==> config.mk <==
export PLATFORM = sky130hd
export DESIGN_NAME = multicycle_cpu
export DESIGN_NICKNAME = d
export VERILOG_FILES = /design/src/rtl/cpu_pkg.sv /design/src/rtl/param_alu.sv /design/src/rtl/multicycle_cpu.sv
export SDC_FILE = /design/constraint.sdc
export NUM_CORES = 1
export LEC_CHECK = 0
export BUFFER_PORTS_ARGS = -buffer_cell sky130_fd_sc_hd__buf_4
export CAP_MARGIN = 20
export CORE_ASPECT_RATIO = 1.5
export CORE_UTILIZATION = 40
export CTS_CLUSTER_SIZE = 16
export DETAILED_ROUTE_END_ITERATION = 12
export HOLD_SLACK_MARGIN = 0.02
export SKIP_LAST_GASP = 1
export SLEW_MARGIN = 5
export SYNTH_ARGS = -nofsm -noshare
export SYNTH_HDL_FRONTEND = slang
export SYNTH_SLANG_ARGS = --single-unit
==> constraint.sdc <==
create_clock -name clk -period 5.5 [get_ports clk]
set_clock_uncertainty 0.1 [all_clocks]
set_input_delay 0 -clock clk [delete_from_list [all_inputs] [get_ports clk]]
set_output_delay 0 -clock clk [all_outputs]
set_load 0.01 [all_outputs]
==> src/rtl/cpu_pkg.sv <==
// Shared definitions for the multicycle CPU: opcodes, FSM states, instruction fields, flags.
package cpu_pkg;

   typedef enum logic [3:0] {
      OP_NOP  = 4'h0,
      OP_ADD  = 4'h1,
      OP_SUB  = 4'h2,
      OP_AND  = 4'h3,
      OP_OR   = 4'h4,
      OP_XOR  = 4'h5,
      OP_SHL  = 4'h6,
      OP_LDI  = 4'h7,
      OP_LD   = 4'h8,
      OP_ST   = 4'h9,
      OP_JMP  = 4'hA,
      OP_BZ   = 4'hB,
      OP_BC   = 4'hC,
      OP_CMP  = 4'hD,
      OP_HALT = 4'hE,
      OP_ILL  = 4'hF
   } opcode_e;

   localparam logic [1:0] ST_FETCH = 2'd0;
   localparam logic [1:0] ST_EXEC  = 2'd1;
   localparam logic [1:0] ST_MEM   = 2'd2;
   localparam logic [1:0] ST_HALT  = 2'd3;

   localparam int unsigned OP_LSB  = 12;
   localparam int unsigned RD_LSB  = 8;
   localparam int unsigned RS1_LSB = 4;
   localparam int unsigned RS2_LSB = 0;

   localparam int unsigned FLAG_Z = 0;
   localparam int unsigned FLAG_C = 1;

endpackage

==> src/rtl/param_alu.sv <==
// Combinational ALU: result plus zero and carry/borrow for the arithmetic/logic opcodes.
module param_alu
   import cpu_pkg::*;
#(
   parameter int unsigned DATA_W = 8
) (
   input  opcode_e           op,
   input  logic [DATA_W-1:0] a,
   input  logic [DATA_W-1:0] b,
   output logic [DATA_W-1:0] result,
   output logic              zero,
   output logic              carry
);

   always_comb begin
      result = '0;
      carry  = 1'b0;
      case (op)
         OP_ADD:         {carry, result} = {1'b0, a} + {1'b0, b};
         OP_SUB, OP_CMP: begin
            result = a - b;
            carry  = (a < b);
         end
         OP_AND:         result = a & b;
         OP_OR:          result = a | b;
         OP_XOR:         result = a ^ b;
         OP_SHL:         {carry, result} = {a, 1'b0};
         default:        ;
      endcase
      zero = (result == '0);
   end

endmodule

==> src/rtl/multicycle_cpu.sv <==
// Multi-cycle CPU core: FETCH/EXEC/MEM/HALT sequencer, inline register file, single req/ready memory port.
module multicycle_cpu
   import cpu_pkg::*;
#(
   parameter int unsigned DATA_W   = 8,
   parameter int unsigned ADDR_W   = 8,
   parameter int unsigned RESET_PC = 0
) (
   input  logic              clk,
   input  logic              rst,
   output logic              mem_req,
   output logic              mem_we,
   output logic [ADDR_W-1:0] mem_addr,
   output logic [15:0]       mem_wdata,
   input  logic [15:0]       mem_rdata,
   input  logic              mem_ready,
   output logic              halted,
   output logic              illegal,
   output logic              retire
);

   logic [1:0]        state_q, state_d;
   logic [ADDR_W-1:0] pc_q, pc_d;
   logic [15:0]       inst_q, inst_d;
   logic [DATA_W-1:0] regs_q [16];
   logic [DATA_W-1:0] regs_d [16];
   logic [1:0]        flags_q, flags_d;
   logic              halted_q, halted_d;
   logic              illegal_q, illegal_d;
   logic              retire_q, retire_d;

   opcode_e           op;
   logic [3:0]        rd_idx, rs1_idx, rs2_idx;
   logic [DATA_W-1:0] rs1_val, rs2_val;
   logic [ADDR_W-1:0] rs1_addr;
   logic [DATA_W-1:0] alu_result;
   logic              alu_z, alu_c;
   logic              wr_en;
   logic [DATA_W-1:0] wr_data;

   assign op       = opcode_e'(inst_q[OP_LSB +: 4]);
   assign rd_idx   = inst_q[RD_LSB +: 4];
   assign rs1_idx  = inst_q[RS1_LSB +: 4];
   assign rs2_idx  = inst_q[RS2_LSB +: 4];
   assign rs1_val  = regs_q[rs1_idx];
   assign rs2_val  = regs_q[rs2_idx];
   assign rs1_addr = ADDR_W'(rs1_val);

   param_alu #(.DATA_W(DATA_W)) u_alu (
      .op     (op),
      .a      (rs1_val),
      .b      (rs2_val),
      .result (alu_result),
      .zero   (alu_z),
      .carry  (alu_c)
   );

   // Request is gated by rst so it is low during every reset cycle, including mid-transfer.
   assign mem_req   = !rst && ((state_q == ST_FETCH) || (state_q == ST_MEM));
   assign mem_we    = (state_q == ST_MEM) && (op == OP_ST);
   assign mem_addr  = (state_q == ST_MEM) ? rs1_addr : pc_q;
   assign mem_wdata = 16'(rs2_val);

   assign halted  = halted_q;
   assign illegal = illegal_q;
   assign retire  = retire_q;

   always_comb begin
      state_d   = state_q;
      pc_d      = pc_q;
      inst_d    = inst_q;
      regs_d    = regs_q;
      flags_d   = flags_q;
      halted_d  = halted_q;
      illegal_d = illegal_q;
      retire_d  = 1'b0;
      wr_en     = 1'b0;
      wr_data   = alu_result;
      case (state_q)
         ST_FETCH: begin
            if (mem_ready) begin
               inst_d  = mem_rdata;
               pc_d    = pc_q + 1'b1;
               state_d = ST_EXEC;
            end
         end
         ST_EXEC: begin
            state_d  = ST_FETCH;
            retire_d = 1'b1;
            case (op)
               OP_ADD, OP_SUB, OP_AND, OP_OR, OP_XOR, OP_SHL: begin
                  wr_en           = 1'b1;
                  flags_d[FLAG_Z] = alu_z;
                  flags_d[FLAG_C] = alu_c;
               end
               OP_CMP: begin
                  flags_d[FLAG_Z] = alu_z;
                  flags_d[FLAG_C] = alu_c;
               end
               OP_LDI: begin
                  wr_en   = 1'b1;
                  wr_data = DATA_W'(inst_q[7:0]);
               end
               OP_LD, OP_ST: begin
                  state_d  = ST_MEM;
                  retire_d = 1'b0;
               end
               OP_JMP: pc_d = rs1_addr;
               OP_BZ:  if (flags_q[FLAG_Z]) pc_d = rs1_addr;
               OP_BC:  if (flags_q[FLAG_C]) pc_d = rs1_addr;
               OP_HALT: begin
                  state_d  = ST_HALT;
                  halted_d = 1'b1;
               end
               OP_ILL: begin
                  state_d   = ST_HALT;
                  halted_d  = 1'b1;
                  illegal_d = 1'b1;
                  retire_d  = 1'b0;
               end
               default: ;
            endcase
         end
         ST_MEM: begin
            if (mem_ready) begin
               wr_en    = (op == OP_LD);
               wr_data  = mem_rdata[DATA_W-1:0];
               retire_d = 1'b1;
               state_d  = ST_FETCH;
            end
         end
         default: ;
      endcase
      if (wr_en && (rd_idx != 4'd0)) regs_d[rd_idx] = wr_data;
   end

   always_ff @(posedge clk) begin
      if (rst) begin
         state_q   <= ST_FETCH;
         pc_q      <= ADDR_W'(RESET_PC);
         inst_q    <= '0;
         flags_q   <= '0;
         halted_q  <= 1'b0;
         illegal_q <= 1'b0;
         retire_q  <= 1'b0;
         for (int unsigned i = 0; i < 16; i++) regs_q[i] <= '0;
      end else begin
         state_q   <= state_d;
         pc_q      <= pc_d;
         inst_q    <= inst_d;
         flags_q   <= flags_d;
         halted_q  <= halted_d;
         illegal_q <= illegal_d;
         retire_q  <= retire_d;
         regs_q    <= regs_d;
      end
   end

endmodule

==> metrics list, run 1 <==
- Max-capacitance violation count: 0
* Cell area after synthesis: 10100 sq um
- Core area: 25000 sq um
* Number of primary I/O pins: 48
- Height of the die: 197 um
* Inst Count DP: 1378
- GR Overflow Total: 0
* Number of antenna violations at the first check in global routing: 0
* Final wirelength: 31400 um
- GP Congestion: 0.916
- CTS tree: yes
- Highest attainable clock frequency: 201 MHz
- The number of endpoints with negative hold slack in the final report was 0.
- Post-synthesis cell count: 1088
* Dpl cell area: 10500 sq um
* List of most frequent post-synthesis cells: sky130_fd_sc_hd__nor2_1, sky130_fd_sc_hd__dfxtp_1, sky130_fd_sc_hd__a211oi_1, sky130_fd_sc_hd__nand2_1, sky130_fd_sc_hd__clkbuf_1
- After clock tree synthesis, the clock-pin slew on the worst setup and hold paths is 70 ps.
* Final clock period utilization by the worst path: 90.6%
* Inserted Clock Buffers: 17
- Largest fanout on the critical path: 25
* Wire per inst: 21.7 um
- Max-slew headroom at the worst pin: 23.0%
- In this run the clock root is driven by a sky130_fd_sc_hd__clkbuf_16.
- Leading register cell type out of synthesis: sky130_fd_sc_hd__dfxtp_1
- Data arrival time of the critical path: 5220 ps
- During synthesis, Yosys emitted a total of 0 warnings.
- Setup violations remaining at the end of the flow were counted as 0.
* Global-route wire length before repair: 48900 um
- Counting I/O delays and the setup requirement, the final critical path takes 4980 ps.
- Setup repair after global routing left no endpoint under its margin.
* Bufs on Longest Clock Path: 2
- Clock sink total: 159
- FF+latch count, synth: 159
* Router iterations before antenna repair: 7
- Standby leakage power: 3.86 nW
- Final hold analysis gives a worst-case slack of 299 ps.
- Worst endpoint required time: 5740 ps
- Antenna Cells: 0
* Detailed-route via count: 8586
- The largest total area in the synthesized netlist belongs to sky130_fd_sc_hd__dfxtp_1.
- Cell with the most instances after synthesis: sky130_fd_sc_hd__nor2_1
* Sort of element at the end of the critical path: flip-flop
* Global Route Usage Sum: 24.8%
- DRT iter0 DRCs: 819
- For the final routed database, the setup TNS stands at 0 ps.
- From synthesis to final layout, the design area changed by 13.0%.
- Category of the most critical setup path: reg2reg
- Via count normalized by instance count: 5.94
- The worst-case IR drop observed on VDD is 0.000184 V.
- Yosys mapped the design onto 82 distinct sky130hd cell types.
* DRC violation count after routing: 0
- Final Cell Area: 11500 sq um
- By area the synthesized netlist is led by sky130_fd_sc_hd__dfxtp_1, sky130_fd_sc_hd__mux4_2, sky130_fd_sc_hd__nor2_1, sky130_fd_sc_hd__a211oi_1, sky130_fd_sc_hd__ha_1.
- The flow ran to the end, and the final reports show no timing, DRC or antenna violations.
- STA classifies the critical path startpoint as a flip-flop.
- Counting the fill cells in the layout gives 2389.
- The post-route netlist has 18.4% of its cells at a drive strength greater than 1.
- The floorplan step defined a die boundary enclosing 26000 sq um.
- Clk_lat worst skew: 440 ps
- At the end of the flow, the number of nets in the layout was 1153.
* Vias in the first global route: 8317
* Share of Yosys cell area claimed by the top area cell type: 31.4%
- Post-synth EDFFs: 0
- Total power density per cell area: 233 nW/um^2
- Worst hold-check path type: in2reg
* CTS HTree Levels: 4
* Sequential fraction of the synthesis area: 31.4%
- In this run the remaining antenna-violating nets after routing total 0.
- Width of the die: 132 um
* Worst slew pin tran: 1150 ps
* Total half-perimeter wirelength after legalization and detailed placement: 22100 um
- Async SR Flop Fraction: 0%
* Final standard cell count with taps included and fillers excluded: 1445
* Max-slew violation total from the final report: 0
- The average instance in the mapped netlist occupies 9.31 sq um.
- After floorplanning, the core was divided into 71 placement rows.
- During placement, the flow inserted port buffers numbering 39.
- Entering global routing, the biggest net connects 98 pins.
* Starting utilization of the core area: 40.6%
report_power, final:
part	switching [mW]	internal [mW]
clock	0.517	0.673
combinational	0.170	0.116
sequential	0.0307	1.16
layout by cell type, fill, tap and decap left out, types with 12 or more instances in the layout:
master / netlist / layout
sky130_fd_sc_hd__nand2_1: 66 / 66
sky130_fd_sc_hd__a21oi_1: 37 / 37
sky130_fd_sc_hd__dfxtp_1: 159 / 157
sky130_fd_sc_hd__a211oi_2: 12 / 12
sky130_fd_sc_hd__dlygate4sd3_1: 0 / 33
sky130_fd_sc_hd__nor2b_1: 18 / 18
sky130_fd_sc_hd__a211oi_1: 70 / 70
sky130_fd_sc_hd__o21ai_0: 51 / 51
sky130_fd_sc_hd__nor3_1: 23 / 23
sky130_fd_sc_hd__mux4_2: 63 / 63
sky130_fd_sc_hd__nand2b_1: 15 / 15
sky130_fd_sc_hd__mux2i_1: 31 / 31
sky130_fd_sc_hd__inv_1: 30 / 30
sky130_fd_sc_hd__ha_1: 28 / 28
sky130_fd_sc_hd__nand3b_1: 34 / 34
sky130_fd_sc_hd__clkbuf_16: 0 / 17
sky130_fd_sc_hd__buf_4: 12 / 63
sky130_fd_sc_hd__nor2_1: 162 / 162
final timing paths:
path	start	slack (ps)	end	cells after the start
min reg2reg	halted	360	halted	2
max reg2reg	inst_q[0]	520	flags_q[0]	11
min	mem_rdata[0]	300	inst_q[0]	4
max	inst_q[0]	520	flags_q[0]	11
worst max-delay path, cell delays in order (launching register included):
cell                       delay, ps
sky130_fd_sc_hd__dfxtp_2         550
sky130_fd_sc_hd__buf_12          270
sky130_fd_sc_hd__mux4_2          560
sky130_fd_sc_hd__mux4_2          610
sky130_fd_sc_hd__ha_1            310
sky130_fd_sc_hd__fa_1            460
sky130_fd_sc_hd__a211oi_1        590
sky130_fd_sc_hd__or4_1           220
sky130_fd_sc_hd__o211ai_1        110
sky130_fd_sc_hd__nor4_2          500
sky130_fd_sc_hd__nand4_1         230
sky130_fd_sc_hd__o41ai_1         350
routing by layer:
metal  track usage [%]  wire (um)
met4              13.7       1360
met1              28.5      12700
met3              3.34       1100
met5                 0          0
met2              44.1      16300
logic make-up after synthesis:
kind of cell               synth area share (%)
adders and majority gates                  3.85
other                                    0.0370
DFF                                        31.4
and+or+nand+nor                            19.1
AOI/OAI and AO/OA                          19.3
buffers and inverters                      6.64
xor gates and xnor gates                 0.0865
muxes                                      19.5
state kept, by name, indices dropped and copies added, names as in the netlist:
| register | count |
|---|---|
| regs_q | 128 |
| inst_q | 16 |
| pc_q | 8 |
| flags_q | 2 |
| state_q | 2 |
| halted | 1 |
| illegal | 1 |
| retire | 1 |
stage by stage:
step | util, % | worst slack, ps | total power [mW]
global route | 45.9 | 298 | 2.76
floorplan | - | 1080 | 1.41
global placement | 42.1 | 581 | 1.48
detailed placement | 42.1 | 563 | 1.48
finish | 45.9 | 516 | 2.67
CTS | 45.8 | 534 | 2.68
area by class of cell:
type,instances,area [sq um],area share [%]
Clock buffer,17,425,3.71
Sequential cell,159,3190,27.8
Tap cell,328,410,3.58
Multi-Input combinational cell,796,6300,55.0
Timing Repair Buffer,99,855,7.46
Clock inverter,15,159,1.39
Inverter,31,116,1.02
what timing repair did:
item                       in CTS  in global routing
buffers inserted                0                  0
hold endpoints to repair       27                  0
hold buffers                   33                  0
gates resized for setup         0                  0
setup endpoints to repair       0                  0
Power figures use the tool's default switching activity.
==> run 2: changes to the inputs <==
--- a/config.mk
+++ b/config.mk
@@ -16,4 +16,5 @@
 export SLEW_MARGIN = 5
 export SYNTH_ARGS = -nofsm -noshare
 export SYNTH_HDL_FRONTEND = slang
+export SYNTH_HIERARCHICAL = 1
 export SYNTH_SLANG_ARGS = --single-unit
==> run 2 against run 1 <==
Effect of this change: sequential power barely moved; largest cell class unchanged; largest power group is now clock; non-clock buffer count rose by 3; synthesized cell count fell by 5.8%; die area fell by 1.5%; critical path type unchanged.
==> metrics list, run 2 <==
- GP Congestion: 0.936
- Number of distinct library cell variants in the gate-level netlist after synthesis: 72
- GR Overflow Total: 0
- Total count of hold-check failures in the final report: 0
- DRT iter0 DRCs: 665
- The first global-routing pass estimated 48800 um of wire.
- The tree is rooted in a sky130_fd_sc_hd__clkbuf_16.
- Clock-pin slew was measured on the worst setup and hold paths at 70 ps.
- Post-synth EDFFs: 0
- The area growth from synthesis to layout is 14.0%.
- Timing would allow up to 195 MHz.
- Summed over all failing endpoints, the final setup total negative slack is 0 ps.
- Width of the die: 131 um
* Number of warnings reported in the yosys synthesis log: 6
* Setup Fix Bufs, Post-CTS: 0
* Global Route Usage Sum: 26.3%
- Post-CTS repair changed the size of 0 cells.
* Most common cell after layout, fill and taps aside: sky130_fd_sc_hd__dfxtp_1
* Setup violations, final: 0
- Worst Hold Launch: rst
- The worst hold path passes through 2 cells.
* Post-synthesis cell count: 1025
- In this run the critical register-to-register path is captured at regs_q[87].
- Of all cell types, the one taking the most synthesized area is sky130_fd_sc_hd__dfxtp_1.
- CTS tree: yes
- Measured against its own limit, the worst slew margin works out to 22.6%.
* Share of the core filled with cells in the final layout: 46.5%
- The final layout contains 1104 nets.
* Share of Yosys cell area claimed by the top area cell type: 31.9%
- Area occupied by multi-input gates: 6170 sq um
* Port buffer count: 39
* Worst flop-to-flop path startpoint: inst_q[4]
- The floorplan step defined a die boundary enclosing 25600 sq um.
- In this run the static leakage power is 3.76 nW.
* Max VDD drop: 0.000187 V
- The largest registers in the layout are regs_q x128, inst_q x16, pc_q x8.
- After detailed routing, the average wire length per cell comes to 23.3 um.
- DRC violation count after routing: 0
- Startpoint type of the worst setup path: flip-flop
* Via count normalized by instance count: 5.96
- Core area: 24400 sq um
* Largest fanout on the critical path: 17
- The clock net in this run drives a total of 159 sinks.
* Async SR Flop Fraction: 0%
- At the pin with the least slew margin, the transition time is 1160 ps.
- Counting cells, the worst reg-to-reg path comes to 15.
- Unrepaired setup endpoints after global routing: false
* Height of the die: 195 um
- sky130_fd_sc_hd__dfxtp_1 is the most common cell in the netlist.
- The first detailed-routing pass took 6 iterations.
* Detailed-route via count: 8293
- In this run the core area contains 70 standard-cell rows.
* Final wirelength: 32400 um
- The top cell types in the final layout, fill and taps aside, are sky130_fd_sc_hd__dfxtp_1, sky130_fd_sc_hd__nor2_1, sky130_fd_sc_hd__a211oi_1.
- The detail route stage leaves a number of antenna-violating nets equal to 0.
- The later pin in the worst-skew pair is clocked with a latency of 440 ps.
- Leading cell types by total area after synthesis: sky130_fd_sc_hd__dfxtp_1, sky130_fd_sc_hd__mux4_2, sky130_fd_sc_hd__a211oi_1, sky130_fd_sc_hd__nor2_1, sky130_fd_sc_hd__ha_1
* Worst hold-check path type: in2reg
- The worst setup path is captured at a flip-flop.
- Largest net degree at the start of global routing: 79
- CTS built an H-tree with a depth of 4.
- Starting utilization of the core area: 40.8%
- The cell area that synthesis handed to floorplanning was 9970 sq um.
* Min Clock Period, post-route: 5120 ps
- STA puts the critical path data arrival time at 5290 ps.
* Category of the most critical setup path: reg2reg
* Number of antenna violations at the first check in global routing: 0
* Register area: 3190 sq um
- Sequential elements use 31.9% of the synthesized area.
* Number of fillers in the final layout: 2308
* Antenna Cells: 0
- Overall power consumption: 2.74 mW
- Max-capacitance violation count: 0
- Register containing the most flip-flops in the final layout: regs_q
* Vias in the first global route: 8079
- During I/O placement, the number of pins put on the boundary was 48.
- In this run, synthesis produced a sequential element count of 159.
* Flop-to-flop setup slack: 380 ps
- Total half-perimeter wirelength after legalization and detailed placement: 22700 um
- Inserted Clock Buffers: 17
- Final clock period utilization by the worst path: 93.1%
* Worst Hold End: regs_q[124]
- The register with the most flip-flops in the layout has 128 of them.
- The post-route netlist has 24.3% of its cells at a drive strength greater than 1.
- Total power density per cell area: 241 nW/um^2
* Max-slew violation total from the final report: 0
- The run finished with clean final reports.
- Average cell area after synthesis: 9.73 sq um
- No sink is reached through more buffers than the 2 on the longest clock path.
- Worst endpoint required time: 5670 ps
* Leading register cell type out of synthesis: sky130_fd_sc_hd__dfxtp_1
- Hold repair after CTS inserted 17 buffers.
* List of most frequent post-synthesis cells: sky130_fd_sc_hd__dfxtp_1, sky130_fd_sc_hd__nor2_1, sky130_fd_sc_hd__a211oi_1, sky130_fd_sc_hd__mux4_2, sky130_fd_sc_hd__nand2_1
[run 2: cell count changes after synthesis, sizes merged, moves of 14 or more]
cell,before,now
mux2i,32,11
nand3b,34,1
clkbuf,64,46
nor2,164,145
nor3,26,12
a211oi,82,127
[run 2: layout make-up]
cell class	count	share of cell area [%]
Sequential cell	159	28.0
Clock buffer	21	4.14
Timing Repair Buffer	102	7.55
Tap cell	324	3.57
Inverter	32	1.06
Multi-Input combinational cell	742	54.3
Clock inverter	11	1.35
[run 2: power breakdown]
group	internal [mW]	switching (mW)	leakage (nW)
registers	1.16	0.0310	1.28
clock network	0.755	0.500	0.300
logic	0.111	0.179	2.18
total	2.03	0.710	3.76
[run 2: metal layers]
| layer | routed length (um) | GRT usage [%] | share of wire, % | vias to the layer above |
|---|---|---|---|---|
| met5 | 0 | 0 | 0 | - |
| met4 | 2320 | 17.9 | 7.2 | 0 |
| met3 | 1660 | 5.01 | 5.1 | 102 |
| met2 | 16300 | 44.8 | 50 | 257 |
| met1 | 12200 | 29.0 | 37 | 4041 |
| li1 | - | - | - | 3893 |
[run 2: through the flow]
| step | worst slack, ps | hold slack (ps) | cell area, sq um | cells |
|---|---|---|---|---|
| after CTS | 537 | 79.6 | 11400 | 1391 |
| after detailed placement | 597 | 159 | 10600 | 1342 |
| after global routing | 31.8 | 103 | 11400 | 1391 |
| after floorplan | 662 | 36.0 | 10000 | 1032 |
| after global placement | 605 | 147 | 10600 | 1342 |
| final | 382 | 76.7 | 11400 | 1391 |
[run 2: kinds of logic after synthesis]
group | share of synthesized area (%)
buffers and inverters | 6.70
AO/OA/AOI/OAI | 21.2
adder cells (fa/ha/maj) | 4.04
other | 0.0376
AND/OR/NAND/NOR | 16.2
flip-flops | 31.9
XOR/XNOR | 0.0878
multiplexers | 19.8
[run 2: worst max path at each step]
stage	startpoint	endpoint	cells after the start
final	inst_q[4]	regs_q[87]	15
after global routing	inst_q[4]	regs_q[55]	15
after global placement	inst_q[4]	regs_q[39]	15
after floorplan	inst_q[0]	regs_q[103]	17
after detailed placement	inst_q[4]	regs_q[31]	15
after CTS	inst_q[4]	regs_q[31]	15
[run 2: critical path, stage by stage, from the launching register on]
cell	delay, ps
sky130_fd_sc_hd__dfxtp_2	700
sky130_fd_sc_hd__buf_12	250
sky130_fd_sc_hd__mux4_2	550
sky130_fd_sc_hd__mux4_2	570
sky130_fd_sc_hd__inv_1	110
sky130_fd_sc_hd__ha_1	330
sky130_fd_sc_hd__nor3b_1	110
sky130_fd_sc_hd__nor3_1	220
sky130_fd_sc_hd__o21ai_0	110
sky130_fd_sc_hd__a21oi_1	540
sky130_fd_sc_hd__mux2i_1	250
sky130_fd_sc_hd__o21ai_1	130
sky130_fd_sc_hd__mux2_2	320
sky130_fd_sc_hd__a311oi_2	260
sky130_fd_sc_hd__buf_4	270
sky130_fd_sc_hd__a211oi_1	100
==> run 3: changes to the inputs <==
--- a/config.mk
+++ b/config.mk
@@ -5,6 +5,7 @@
 export SDC_FILE = /design/constraint.sdc
 export NUM_CORES = 1
 export LEC_CHECK = 0
+export ABC_AREA = 1
 export BUFFER_PORTS_ARGS = -buffer_cell sky130_fd_sc_hd__buf_4
 export CAP_MARGIN = 20
 export CORE_ASPECT_RATIO = 1.5
==> run 3 against run 2 <==
Effect of this change: design area grew 7.0%; hold slack better by 170 ps; non-clock buffer count shrank 13; fmax grew 14%; die area increased by 8.0%.
==> metrics list, run 3 <==
- Final clock period utilization by the worst path: 81.8%
- Height of the die: 203 um
- Max FFs per register: 128
* CTS HTree Levels: 4
* Leading cell types by total area after synthesis: sky130_fd_sc_hd__dfxtp_1, sky130_fd_sc_hd__nand2_1, sky130_fd_sc_hd__nor2_1, sky130_fd_sc_hd__o21ai_0, sky130_fd_sc_hd__inv_1
* Port buffer count: 39
- In the final layout, the multi-input gates occupy 6320 sq um.
- Highest attainable clock frequency: 222 MHz
* Post-synthesis cell count: 1798
- Fin nets: 1864
- Switching power as a share of total power: 37.0%
* List of most frequent post-synthesis cells: sky130_fd_sc_hd__nand2_1, sky130_fd_sc_hd__nor2_1, sky130_fd_sc_hd__inv_1, sky130_fd_sc_hd__o21ai_0, sky130_fd_sc_hd__dfxtp_1
* Clock sink total: 159
- Combinational logic is responsible for 31.1% of the overall power.
* Number of distinct library cell variants in the gate-level netlist after synthesis: 43
- TritonCTS built the clock tree.
* Register containing the most flip-flops in the final layout: regs_q
- FF+latch count, synth: 159
- A synthesized cell averages 5.99 sq um.
- The core region is 26500 sq um.
- Antenna Cells: 0
- The critical path is of the reg2reg type.
* Max VDD drop: 0.000161 V
- Inserted Clock Buffers: 17
* Final wirelength: 42100 um
* Sort of element at the end of the critical path: flip-flop
- Width of the die: 136 um
- Floorplan row count: 73
- For the pin with the worst max-slew slack, the measured transition is 893 ps.
- Clock root cell: sky130_fd_sc_hd__clkbuf_16
* Vias in the first global route: 11100
* Die area: 27600 sq um
- Inst Count DP: 2112
* Result of the run: completed
- Largest fanout on the critical path: 21
- Accumulated negative setup slack: 0 ps
- Measured against its own limit, the worst slew margin works out to 40.3%.
* Overall power consumption: 3.61 mW
* Setup Fix Bufs, Post-CTS: 0
- Async SR Flop Fraction: 0%
* Number of fillers in the final layout: 2843
* Largest net degree at the start of global routing: 96
* Number of antenna violations at the first check in global routing: 0
* Setup ws final: 1000 ps
* Clk_lat worst skew: 460 ps
- In this run the power spent charging and discharging nets is 1.34 mW.
* Global-route wire length before repair: 65000 um
- The share of total power dissipated in sequential elements is 33.2%.
- At the end of the flow the core is filled with cells to 45.9%.
- Starting utilization of the core area: 40.7%
- The worst setup path is launched from a flip-flop.
- Setup violations remaining at the end of the flow were counted as 0.
- Post-synth EDFFs: 0
- Area growth from synthesis to final layout: 12.8%
- Most common cell after layout, fill and taps aside: sky130_fd_sc_hd__nand2_1
- Unrepaired setup endpoints after global routing: false
- Cell with the most instances after synthesis: sky130_fd_sc_hd__nand2_1
* Data arrival time of the critical path: 4780 ps
* Max-slew violation total from the final report: 0
* Number of primary I/O pins: 48
- Final standard cell count with taps included and fillers excluded: 2162
- Register area: 3190 sq um
- Sequential elements use 29.5% of the synthesized area.
- After detailed routing, the number of remaining DRC violations is 0.
- Cell area after synthesis: 10800 sq um
- The tool flagged a number of max-cap violations equal to 0.
- Total count of hold-check failures in the final report: 0
- Quantity of hold-fixing buffers added after cts: 19
- After detailed routing, the number of vias per cell comes to 5.41.
- Global Route Usage Sum: 31.3%
- GP Congestion: 1.10
* Clock power share: 35.7%
* Count of cells resized by post-cts repair: 0
- Wire per inst: 19.5 um
* Total half-perimeter wirelength after legalization and detailed placement: 29900 um
- Top library cells by usage in the layout, fill and taps aside: sky130_fd_sc_hd__nand2_1, sky130_fd_sc_hd__nor2_1, sky130_fd_sc_hd__inv_1
- The largest total area in the synthesized netlist belongs to sky130_fd_sc_hd__dfxtp_1.
* Internal Dissipation: 2.28 mW
* Worst setup timing slack at the placement stage: 943 ps
- The detail route stage leaves a number of antenna-violating nets equal to 0.
* Leading register cell type out of synthesis: sky130_fd_sc_hd__dfxtp_1
- The final route contains 11700 vias.
- Clock slew at reported path FFs: 70 ps
- Standby leakage power: 5.51 nW
* Router iterations before antenna repair: 5
- Fraction of final layout cells with drive strength greater than 1: 8.71%
* DRT iter0 DRCs: 1216
- Dividing total power by cell area gives a power density of 297 nW/um^2.
* GR Overflow Total: 0
- Share of Yosys cell area claimed by the top area cell type: 29.5%
- At the worst endpoint, the required time is 5780 ps.
- Number of warnings reported in the yosys synthesis log: 6
- The worst path in the final design needs a cycle of 4500 ps, including I/O delays and setup.
* Bufs on Longest Clock Path: 2
- In the final layout, the registers with the most flip-flops are regs_q x128, inst_q x16, pc_q x8.
- In this run the worst hold path is classified as in2reg.
==> run 3: cell types whose count changed after synthesis, moves of 23 or more <==
cell                       delta
sky130_fd_sc_hd__a211oi_1   -106
sky130_fd_sc_hd__a21oi_1     +73
sky130_fd_sc_hd__clkbuf_1    +23
sky130_fd_sc_hd__inv_1      +187
sky130_fd_sc_hd__mux4_2      -74
sky130_fd_sc_hd__nand2_1    +357
sky130_fd_sc_hd__nand3_1    +139
sky130_fd_sc_hd__nor2_1     +121
sky130_fd_sc_hd__o211ai_1    +27
sky130_fd_sc_hd__o21ai_0    +150
==> run 3: layout make-up <==
cell class	count	area share, %
sequential	159	26.2
timing repair buffer	89	6.09
inverter	234	7.22
clock buffer	19	3.72
multi-input combinational	1313	51.9
clock inverter	11	1.36
tap	337	3.47
==> run 3: final timing paths <==
path,from,endpoint,slack (ps),depth (start not counted)
worst max-delay path,inst_q[5],regs_q[62],1000,25
worst min-delay path,mem_rdata[11],inst_q[11],250,4
worst max register to register,inst_q[5],regs_q[62],1000,25
worst min register to register,regs_q[122],regs_q[122],350,2
==> run 3: critical path, stage by stage (launching register included) <==
cell                       delay [ps]
sky130_fd_sc_hd__dfxtp_1          340
sky130_fd_sc_hd__clkinv_1         380
sky130_fd_sc_hd__buf_4            400
sky130_fd_sc_hd__o211ai_1         130
sky130_fd_sc_hd__nand3_1          160
sky130_fd_sc_hd__nand3_1          130
sky130_fd_sc_hd__nand2_1          290
sky130_fd_sc_hd__ha_1             380
sky130_fd_sc_hd__fa_1             430
sky130_fd_sc_hd__nand2_1          100
sky130_fd_sc_hd__nand3_1          120
sky130_fd_sc_hd__nand3_1          110
sky130_fd_sc_hd__nand2_1           60
sky130_fd_sc_hd__nand2_1           90
sky130_fd_sc_hd__nand3_1           70
sky130_fd_sc_hd__nand2_1           80
sky130_fd_sc_hd__nor2_2            50
sky130_fd_sc_hd__inv_1             50
sky130_fd_sc_hd__inv_1             50
sky130_fd_sc_hd__nand2_1           60
sky130_fd_sc_hd__o211ai_1          80
sky130_fd_sc_hd__and2_1           160
sky130_fd_sc_hd__a21boi_1         140
sky130_fd_sc_hd__buf_4            240
sky130_fd_sc_hd__nand2_1           80
sky130_fd_sc_hd__a21oi_1          130
==> run 3: kinds of logic (layout without fill, tap and decap cells) <==
kind of cell	Yosys count	count (layout)	synth area share, %
fa+ha+maj	31	31	3.74
xor+xnor	3	3	0.244
other cells	1	8	0.0348
compound gates	371	371	18.5
buf+inv	333	353	12.1
simple gates	900	900	35.8
flops	159	159	29.5
==> run 3: power by group through the flow <==
stage / registers [mW] / clock network (mW) / logic (mW)
finish: 1.20 / 1.29 / 1.12
global route: 1.20 / 1.35 / 1.21
CTS: 1.20 / 1.30 / 1.10
detailed placement: 1.22 / 0 / 1.09
global placement: 1.22 / 0 / 1.09
floorplan: 1.21 / 0 / 0.706
==> run 3: metal layers <==
metal	part of all wire, %	vias up	GRT usage [%]
met2	48	486	51.5
met5	0	-	0
met1	38	5342	35.5
li1	-	5746	-
met3	6.4	130	5.27
met4	7.5	0	24.4
==> run 3: per-stage QoR <==
stage                     instance area [sq um]  hold WS (ps)
after global placement                    11300           166
final                                     12200           249
after global routing                      12200           296
after floorplan                           10800          66.7
after CTS                                 12200           238
after detailed placement                  11300           172
